==> config.mk <==
export PLATFORM = sky130hd
export DESIGN_NAME = pipe_ctrl
export DESIGN_NICKNAME = d
export VERILOG_FILES = /design/src/rtl/pipe_ctrl_pkg.sv /design/src/rtl/pipe_ctrl_wdog.sv /design/src/rtl/pipe_ctrl.sv
export SDC_FILE = /design/constraint.sdc
export NUM_CORES = 1
export LEC_CHECK = 0
export CORE_UTILIZATION = 45
export CTS_CLUSTER_SIZE = 30
export DETAILED_ROUTE_END_ITERATION = 12
export GPL_TIMING_DRIVEN = 0
export PLACE_DENSITY = 0.8
export SLEW_MARGIN = 10
export SYNTH_ARGS = -nofsm -noshare
export SYNTH_HDL_FRONTEND = slang
export SYNTH_HIERARCHICAL = 1
export SYNTH_SLANG_ARGS = --single-unit
==> constraint.sdc <==
create_clock -name clk -period 4.5 [get_ports clk]
set_input_delay 0.9 -clock clk [delete_from_list [all_inputs] [get_ports clk]]
set_output_delay 0.9 -clock clk [all_outputs]
set_load 0.05 [all_outputs]
==> src/rtl/pipe_ctrl_pkg.sv <==
// Shared definitions for the pipeline sequencing controller.
// Contents: stall-vector bit indices, stall patterns, FSM state encoding.
package pipe_ctrl_pkg;

    // Stall-vector bit positions, upstream to downstream
    localparam int unsigned STALL_PC    = 0;
    localparam int unsigned STALL_IFID  = 1;
    localparam int unsigned STALL_IDEX  = 2;
    localparam int unsigned STALL_EXMEM = 3;
    localparam int unsigned STALL_MEMWB = 4;
    localparam int unsigned STALL_WB    = STALL_MEMWB + 1;
    localparam int unsigned STALL_W     = STALL_WB + 1;

    // Hold patterns: a stall freezes its source stage and everything upstream
    localparam logic [STALL_W-1:0] STALL_NONE = '0;
    localparam logic [STALL_W-1:0] STALL_ID   =
        STALL_W'((1 << STALL_PC) | (1 << STALL_IFID) | (1 << STALL_IDEX));
    localparam logic [STALL_W-1:0] STALL_EX   = STALL_ID | STALL_W'(1 << STALL_EXMEM);

    typedef enum logic [1:0] {
        ST_IDLE    = 2'd0,
        ST_MC_BUSY = 2'd1,
        ST_FLUSH   = 2'd2
    } state_e;

endpackage

==> src/rtl/pipe_ctrl_wdog.sv <==
// Consecutive-stall watchdog with a sticky timeout flag.
// Ports:
//   clk, rst          clock, synchronous active-high reset
//   stall_active_i    pipeline is stalled this cycle
//   flush_i           pipeline is flushing this cycle (restarts the count)
//   timeout_o         sticky: MAX_STALL consecutive stalled cycles seen
module pipe_ctrl_wdog #(
    parameter int unsigned MAX_STALL = 256,
    parameter int unsigned WD_W      = 9
) (
    input  logic clk,
    input  logic rst,
    input  logic stall_active_i,
    input  logic flush_i,
    output logic timeout_o
);

    logic [WD_W-1:0] cnt_q, cnt_d;
    logic            timeout_q, timeout_d;

    // Count runs of stalled cycles, saturating at the threshold
    always_comb begin
        cnt_d     = cnt_q;
        timeout_d = timeout_q;
        if (flush_i || !stall_active_i) begin
            cnt_d = '0;
        end else if (cnt_q != WD_W'(MAX_STALL)) begin
            cnt_d = cnt_q + WD_W'(1);
        end
        // Flag sets on the edge that closes the MAX_STALL-th stalled cycle
        if (cnt_d == WD_W'(MAX_STALL)) begin
            timeout_d = 1'b1;
        end
    end

    always_ff @(posedge clk) begin
        if (rst) begin
            cnt_q     <= '0;
            timeout_q <= 1'b0;
        end else begin
            cnt_q     <= cnt_d;
            timeout_q <= timeout_d;
        end
    end

    assign timeout_o = timeout_q;

endmodule

==> src/rtl/pipe_ctrl.sv <==
// Pipeline sequencing controller: stall arbitration, multi-cycle EX timing,
// flush sequencing with redirect PC, and a stall watchdog.
// Optional build macro: PIPE_CTRL_PERF_EN adds stall/flush performance counters.
// Ports:
//   clk, rst            clock, synchronous active-high reset
//   i_stallreq_id/ex    level stall requests from ID and EX
//   i_mc_start          pulse: EX starts a multi-cycle op of i_mc_cycles cycles
//   i_flush_req         pulse: redirect to i_flush_pc
//   o_stall             per-stage hold vector (combinational)
//   o_flush, o_new_pc   flush strobe and redirect PC
//   o_mc_busy/done      multi-cycle op in progress / final cycle
//   o_perf_*            (PIPE_CTRL_PERF_EN only) stall and flush cycle counters
//   o_stall_timeout     sticky watchdog flag
module pipe_ctrl
    import pipe_ctrl_pkg::*;
#(
    parameter int unsigned MC_CNT_W  = 6,
    parameter int unsigned MAX_STALL = 256,
    parameter int unsigned WD_W      = 9
`ifdef PIPE_CTRL_PERF_EN
    ,
    parameter int unsigned PERF_W    = 32
`endif
) (
    input  logic                clk,
    input  logic                rst,
    input  logic                i_stallreq_id,
    input  logic                i_stallreq_ex,
    input  logic                i_mc_start,
    input  logic [MC_CNT_W-1:0] i_mc_cycles,
    input  logic                i_flush_req,
    input  logic [31:0]         i_flush_pc,
    output logic [STALL_W-1:0]  o_stall,
    output logic                o_flush,
    output logic [31:0]         o_new_pc,
    output logic                o_mc_busy,
    output logic                o_mc_done,
`ifdef PIPE_CTRL_PERF_EN
    output logic [PERF_W-1:0]   o_perf_stall_cnt,
    output logic [PERF_W-1:0]   o_perf_flush_cnt,
`endif
    output logic                o_stall_timeout
);

    state_e              state_q, state_d;
    logic [MC_CNT_W-1:0] cnt_q, cnt_d;
    logic [31:0]         pc_q, pc_d;

    logic                mc_accept_c;
    logic                mc_short_c;
    logic [STALL_W-1:0]  stall_c;
    logic                flush_c;
    logic                busy_c;
    logic                done_c;

    // A start competes with a same-cycle flush and loses
    assign mc_accept_c = (state_q == ST_IDLE) && i_mc_start && !i_flush_req;
    // Lengths 0 and 1 both complete in the start cycle
    assign mc_short_c  = (i_mc_cycles <= MC_CNT_W'(1));

    // Next-state, countdown and output decode
    always_comb begin
        state_d = state_q;
        cnt_d   = cnt_q;
        pc_d    = pc_q;
        stall_c = STALL_NONE;
        flush_c = 1'b0;
        busy_c  = 1'b0;
        done_c  = 1'b0;

        unique case (state_q)
            ST_IDLE: begin
                if (mc_accept_c) begin
                    busy_c = 1'b1;
                    if (mc_short_c) begin
                        done_c = 1'b1;
                    end else begin
                        // Start cycle counts as the first stalled cycle
                        cnt_d   = i_mc_cycles - MC_CNT_W'(1);
                        state_d = ST_MC_BUSY;
                    end
                end
            end
            ST_MC_BUSY: begin
                busy_c = 1'b1;
                if (cnt_q == MC_CNT_W'(1)) begin
                    done_c  = !i_flush_req;
                    cnt_d   = '0;
                    state_d = ST_IDLE;
                end else begin
                    cnt_d = cnt_q - MC_CNT_W'(1);
                end
            end
            ST_FLUSH: begin
                flush_c = 1'b1;
                state_d = ST_IDLE;
            end
            default: begin
                state_d = ST_IDLE;
            end
        endcase

        // A flush request from any state wins, aborting any op in flight
        if (i_flush_req) begin
            pc_d    = i_flush_pc;
            cnt_d   = '0;
            state_d = ST_FLUSH;
        end

        // Priority: FLUSH > EX > ID
        if (state_q == ST_FLUSH) begin
            stall_c = STALL_NONE;
        end else if (i_stallreq_ex || busy_c) begin
            stall_c = STALL_EX;
        end else if (i_stallreq_id) begin
            stall_c = STALL_ID;
        end

        // Hold every strobe quiet while reset is asserted
        if (rst) begin
            stall_c = STALL_NONE;
            flush_c = 1'b0;
            busy_c  = 1'b0;
            done_c  = 1'b0;
        end
    end

    always_ff @(posedge clk) begin
        if (rst) begin
            state_q <= ST_IDLE;
            cnt_q   <= '0;
            pc_q    <= '0;
        end else begin
            state_q <= state_d;
            cnt_q   <= cnt_d;
            pc_q    <= pc_d;
        end
    end

    pipe_ctrl_wdog #(
        .MAX_STALL (MAX_STALL),
        .WD_W      (WD_W)
    ) u_wdog (
        .clk            (clk),
        .rst            (rst),
        .stall_active_i (stall_c != STALL_NONE),
        .flush_i        (flush_c),
        .timeout_o      (o_stall_timeout)
    );

`ifdef PIPE_CTRL_PERF_EN
    logic [PERF_W-1:0] perf_stall_q, perf_flush_q;

    // Free-running event counters, wrap on overflow
    always_ff @(posedge clk) begin
        if (rst) begin
            perf_stall_q <= '0;
            perf_flush_q <= '0;
        end else begin
            if (stall_c != STALL_NONE) perf_stall_q <= perf_stall_q + PERF_W'(1);
            if (flush_c)               perf_flush_q <= perf_flush_q + PERF_W'(1);
        end
    end

    assign o_perf_stall_cnt = perf_stall_q;
    assign o_perf_flush_cnt = perf_flush_q;
`endif

    assign o_stall   = stall_c;
    assign o_flush   = flush_c;
    assign o_new_pc  = pc_q;
    assign o_mc_busy = busy_c;
    assign o_mc_done = done_c;

endmodule

# Yosys cells after proc, flatten, opt, wreduce, memory -nomap -nowiden
# Index checks and enable logic that the tools add are counted.
# word_totals
reg_bits	50
word_cells	59
# op_classes
n_mux	25
reduce_logical	13
n_eq_ne	11
n_addsub	3
n_lt_le_gt_ge	1
# op_table
cell	count
two-way mux 6 bit	4
two-way mux 9 bit	2
one-hot mux 6 bit (2 select lines)	1
subtractor 6 x 1 -> 6 bit (second input constant)	2
adder 9 x 1 -> 9 bit (second input constant)	1
equality test 9 bit (second input constant)	1
!= test 3 bit (second input constant)	3
!= test 9 bit (second input constant)	1
AND reduction 3 bit	3
two-way mux 1 bit	8
two-way mux 2 bit	4
two-way mux 4 bit	2
equality test 6 x 1 -> 1 bit (second input constant)	1
less-or-equal comparator 6 x 1 -> 1 bit (second input constant)	1
!= test 2 bit (second input constant)	3
nonzero test 6 bit	1
one-hot mux 1 bit (2 select lines)	2
one-hot mux 2 bit (2 select lines)	1
two-way mux 3 bit	1
equality test 2 x 1 -> 1 bit (second input constant)	1
equality test 2 bit (second input constant)	1
logical AND 1 bit	2
zero test 1 bit	2
zero test 2 bit	1
other kinds (3)	4

# Longest topological paths before layout
# Gate-level depths: netlist of run 1.
# depth
word_depth	14
ltp_mapped	9

# Cells and area by module
# The synthesis of run 1 kept the hierarchy.
# by_module_without_submodules
mod	area_each_um2	cells_per_inst	instances	seq_area_each_um2
pipe_ctrl	1883.1	205	1	800.8
pipe_ctrl_wdog	556.8	64	1	200.2

# Least setup slack after synthesis of run 1
# OpenSTA, ideal clock, no wires.
# synth_timing
kind	input port to output port
start	input port i_flush_req
end	output port o_stall[1]
arrival_ps	3214
setup_slack_ps	386
required_time_ps	3600
n_path_buf	2
cell_stages	7
path_cell_list	clkbuf_1 -> nor2b_1 -> nor2_1 -> nor2_1 -> nor2_1 -> o31ai_1 -> buf_4
# synth_between
elab_chain_len	8
# synth_lines
item	line	rtl
from (decl)	pipe_ctrl.sv:31	input logic i_flush_req,
zero test 1 bit	pipe_ctrl.sv:57	assign mc_accept_c = (state_q == ST_IDLE) && i_mc_start && !i_flush_req;
logical AND 1 bit	pipe_ctrl.sv:57	
two-way mux 1 bit	pipe_ctrl.sv:73	if (mc_accept_c) begin
one-hot mux 1 bit (2 select lines)	pipe_ctrl.sv:71	unique case (state_q)
logical OR 1 bit	pipe_ctrl.sv:113	end else if (i_stallreq_ex || busy_c) begin
two-way mux 4 bit	pipe_ctrl.sv:113	
two-way mux 4 bit	pipe_ctrl.sv:111	if (state_q == ST_FLUSH) begin
two-way mux 6 bit	pipe_ctrl.sv:120	if (rst) begin
to (decl)	pipe_ctrl.sv:33	output logic [STALL_W-1:0] o_stall,
# Every way passes these cells.

# Worst setup path after layout of run 1
# layout_timing
start	input port i_mc_start
end	output port o_stall[1]
# layout_between
elab_chain_len	8
# layout_lines
item	line	rtl
from (decl)	pipe_ctrl.sv:29	input logic i_mc_start,
logical AND 1 bit (2 in series)	pipe_ctrl.sv:57	
two-way mux 1 bit	pipe_ctrl.sv:73	
one-hot mux 1 bit (2 select lines)	pipe_ctrl.sv:71	
logical OR 1 bit	pipe_ctrl.sv:113	
two-way mux 4 bit	pipe_ctrl.sv:113	
two-way mux 4 bit	pipe_ctrl.sv:111	
two-way mux 6 bit	pipe_ctrl.sv:120	
# Every way passes these cells.

==> results.md, run 1 <==
* Most frequent cells in the layout: clkdlybuf4s50_1 (82), nor2_1 (57), dfxtp_1 (50)
* Final setup margin at 291.7 ps
* Die width at 75.64 um
* Data required time at the worst endpoint at 3600 ps
* Hold Fails Final Rpt at 0
* Placed insts at 422
* Tmin final at 4208 ps
* Dpl cell area at 0.003352 mm2
* Fmax at 237.6 MHz
* Type of origin of the critical path: input pin
* Vias in the first global route at 2032
* Initial antenna violation count at 0
* Post-synth top area cell: dfxtp_1
* Ports at 86
* GPL Wtd Cong at 0.8219
* Crit Path Class: input pin to output port
* Post-route ant nets at 0
* First-pass GRT wire length at 9066 um
* CTS sink cnt at 50
* Root Driver: clkbuf_8
* GRT Overall Usage at 21.13%
* Final slew viol count at 0
* Vias post-DR at 2129
* CTS buffer count at 5
* Commonest register cell after synthesis: dfxtp_1
* Setup Buffers After CTS at 0
* Clk slew on worst S/H paths at 90 ps
* Router iterations before antenna repair at 4
* Switching share of power at 30.86%
* Max Cap Violations at 0
* Drt total wl at 5577 um
* EDFF count, synth at 0
* Iter 0 DRT Violations at 68
* Max-Slew Margin vs Limit at 50.03%
* Yosys warns at 6
* Final clock skew at 9.355 ps
* Switching pwr at 0.3109 mW
* Sequential cell fraction of total power at 47.1%
* Residual DRC at 0
* Largest net degree at the start of global routing at 16
* Sequential-to-total area share from yosys stat at 41.03%
* Arrival time worst endpoint at 3310 ps
* Crit Path Max Fanout at 3
* Cts hold-fix bufs at 0
* Clk network pwr share at 27.9%
* Port bufs at 82
* Share of layout cells above drive strength 1 at 8.889%
* Post-DR wirelength/cell at 12.97 um
* Core Area at 0.005172 mm2
* Final net count at 409
* Filler cells at 427
* Mapped Area at 0.002440 mm2
* Post-route insts no fill at 430
* Post-CTS sizing at 0
* Maximum clock insertion buffer count at 2
* Full die area at 0.005721 mm2
* Outcome: complete, no violations
* Most common cell after layout, fill and taps aside: clkdlybuf4s50_1
* Synthesized flop and latch total at 50
* H-tree Lvls at 2
* Power Dens Cells at 292.2 mW/mm2
* CTS tree: built
* Overflow after GRT at 0
* Hold_ws at 481.2 ps
* Dpl ws at 249.4 ps
* Worst-Margin Slew at 739.1 ps
* Synth area leaders: dfxtp_1 (41%), mux2i_1 (14%), nor2_1 (8.8%)
* Final Cycle Share at 93.52%
* Post-synthesis async set-or-reset flop share at 0%
* Initial Util at 47.17%
* Drt via density at 4.951
* Syn_area_per_cell at 9.070 um2
* Crit. End Element: output port
* Area fraction of the dominant cell type after synthesis at 41.03%
* FP Rows at 26
* Int Pwr at 0.6965 mW
* RSZ-0062 raised after global routing: no
* Leak Pwr at 1.337 nW
* Peak VDD IR at 0.2192 mV
* Cell variety after synth at 53
* Clock Latency Late Sink at 310 ps
* Post-DP HPWL at 4254 um
* Post-Syn Instances at 269
* Ant diodes at 0
* Area grow syn2layout at 41.28%
* Final TNS setup at 0 ps
* Comb pwr share at 25.0%
* Die Ht at 75.64 um
* Worst min path class: flop to flop
* Setup violations, final at 0
* Final instance area at 0.003447 mm2
-- metal layers --
layer	share of wire, %	global-route usage [%]	up-vias
met5	0	0	-
met4	1.3	6.790	0
met3	8.8	9.392	5
met2	45	33.13	59
met1	45	26.04	972
li1	-	-	1093
-- metrics by stage --
| step | total power, mW | util (%) |
|---|---|---|
| after global placement | 0.7333 | 64.80 |
| after floorplan | 0.6389 | - |
| final | 1.007 | 66.64 |
| after detailed placement | 0.7362 | 64.80 |
| after global routing | 1.051 | 66.64 |
| after CTS | 1.017 | 66.64 |
-- power groups by stage --
stage	clock [mW]	sequential [mW]	combinational (mW)
floorplan	0	0.542	0.0969
global placement	0	0.484	0.250
detailed placement	0	0.484	0.252
CTS	0.290	0.475	0.253
global route	0.304	0.477	0.269
finish	0.281	0.475	0.251
-- flip-flops by register name, summed over array words and instances (netlist names) --
register          cells
o_new_pc             32
u_wdog/cnt_q          9
cnt_q                 6
state_q               2
u_wdog/timeout_o      1
-- worst paths after layout --
kind	slack (ps)	cells after the start	start	end
max	290	8	i_mc_start	o_stall[1]
min	480	2	cnt_q[1]$_SDFFE_PP0P_	cnt_q[1]$_SDFFE_PP0P_
min reg2reg	480	2	cnt_q[1]$_SDFFE_PP0P_	cnt_q[1]$_SDFFE_PP0P_
max reg2reg	2700	5	u_wdog/cnt_q[0]$_SDFF_PP0_	u_wdog/timeout_o$_SDFFE_PP0N_
-- final cells by class --
type / count / area, um2 / area share [%]
multi-input cells: 194 / 1316 / 38.19
flip-flops and latches: 50 / 1001 / 29.04
plain buffers: 17 / 92.59 / 2.686
well taps: 70 / 87.58 / 2.541
inverters: 9 / 33.78 / 0.9800
clock inverters: 1 / 8.758 / 0.2541
repair buffers: 82 / 820.8 / 23.81
clock buffers: 7 / 86.33 / 2.505
-- synthesized netlist by cell type (2+ instances only) --
| master | instances |
|---|---|
| nor2_1 | 57 |
| dfxtp_1 | 50 |
| mux2i_1 | 35 |
| nand2_1 | 11 |
| inv_1 | 9 |
| xnor2_1 | 9 |
| a21oi_1 | 8 |
| clkbuf_1 | 6 |
| ha_1 | 6 |
| nand3_1 | 6 |
| nor3_1 | 6 |
| nor2b_1 | 5 |
| buf_2 | 4 |
| buf_4 | 4 |
| nand2b_1 | 3 |
| a211oi_1 | 2 |
| a21boi_0 | 2 |
| a41o_1 | 2 |
| nand3b_1 | 2 |
| nand4_1 | 2 |
| nor3_2 | 2 |
| o211ai_1 | 2 |
| o21ai_1 | 2 |
| o31ai_1 | 2 |
| o32ai_2 | 2 |
| or2_2 | 2 |
| xor2_1 | 2 |
-- kinds of logic (layout without fill, tap and decap cells) --
kind of cell	Yosys count	count (layout)	share of synthesized area, %
XOR/XNOR	11	11	3.949
buffers and inverters	26	116	5.179
other	1	2	0.1537
flip-flops	50	50	41.03
AO/OA/AOI/OAI	31	31	9.794
multiplexers	35	35	14.36
adder cells (fa/ha/maj)	6	6	3.077
AND/OR/NAND/NOR	109	109	22.46
-- worst max-delay path, stage by stage --
cell             delay [ps]
clkdlybuf4s50_1         500
nor2b_1                 270
nor2_1                   70
nor2_1                   90
nor2_1                   80
o31ai_1                 420
buf_4                   180
clkdlybuf4s50_1         790
(Power assumes the default switching activity.)
==> run 2: changes to the inputs <==
SLEW_MARGIN = not set   (was 10)
==> results of run 2 <==
No change in the layout: final DEF, timing and power equal those of run 1.
==> run 3: changes to the inputs <==
clock period = 4.55 ns   (was 4.5 ns; I/O delays follow)
==> results of run 3 <==
The final DEF is identical to that of run 1. Status: complete, no violations.
Among the figures that moved: setup slack after placement 249.4 ps -> 279.4 ps; setup slack after layout 291.7 ps -> 321.7 ps; register-to-register setup slack 2700 ps -> 2750 ps; total power 1.007 mW -> 0.9963 mW; worst IR drop on VDD 0.2192 mV -> 0.2168 mV
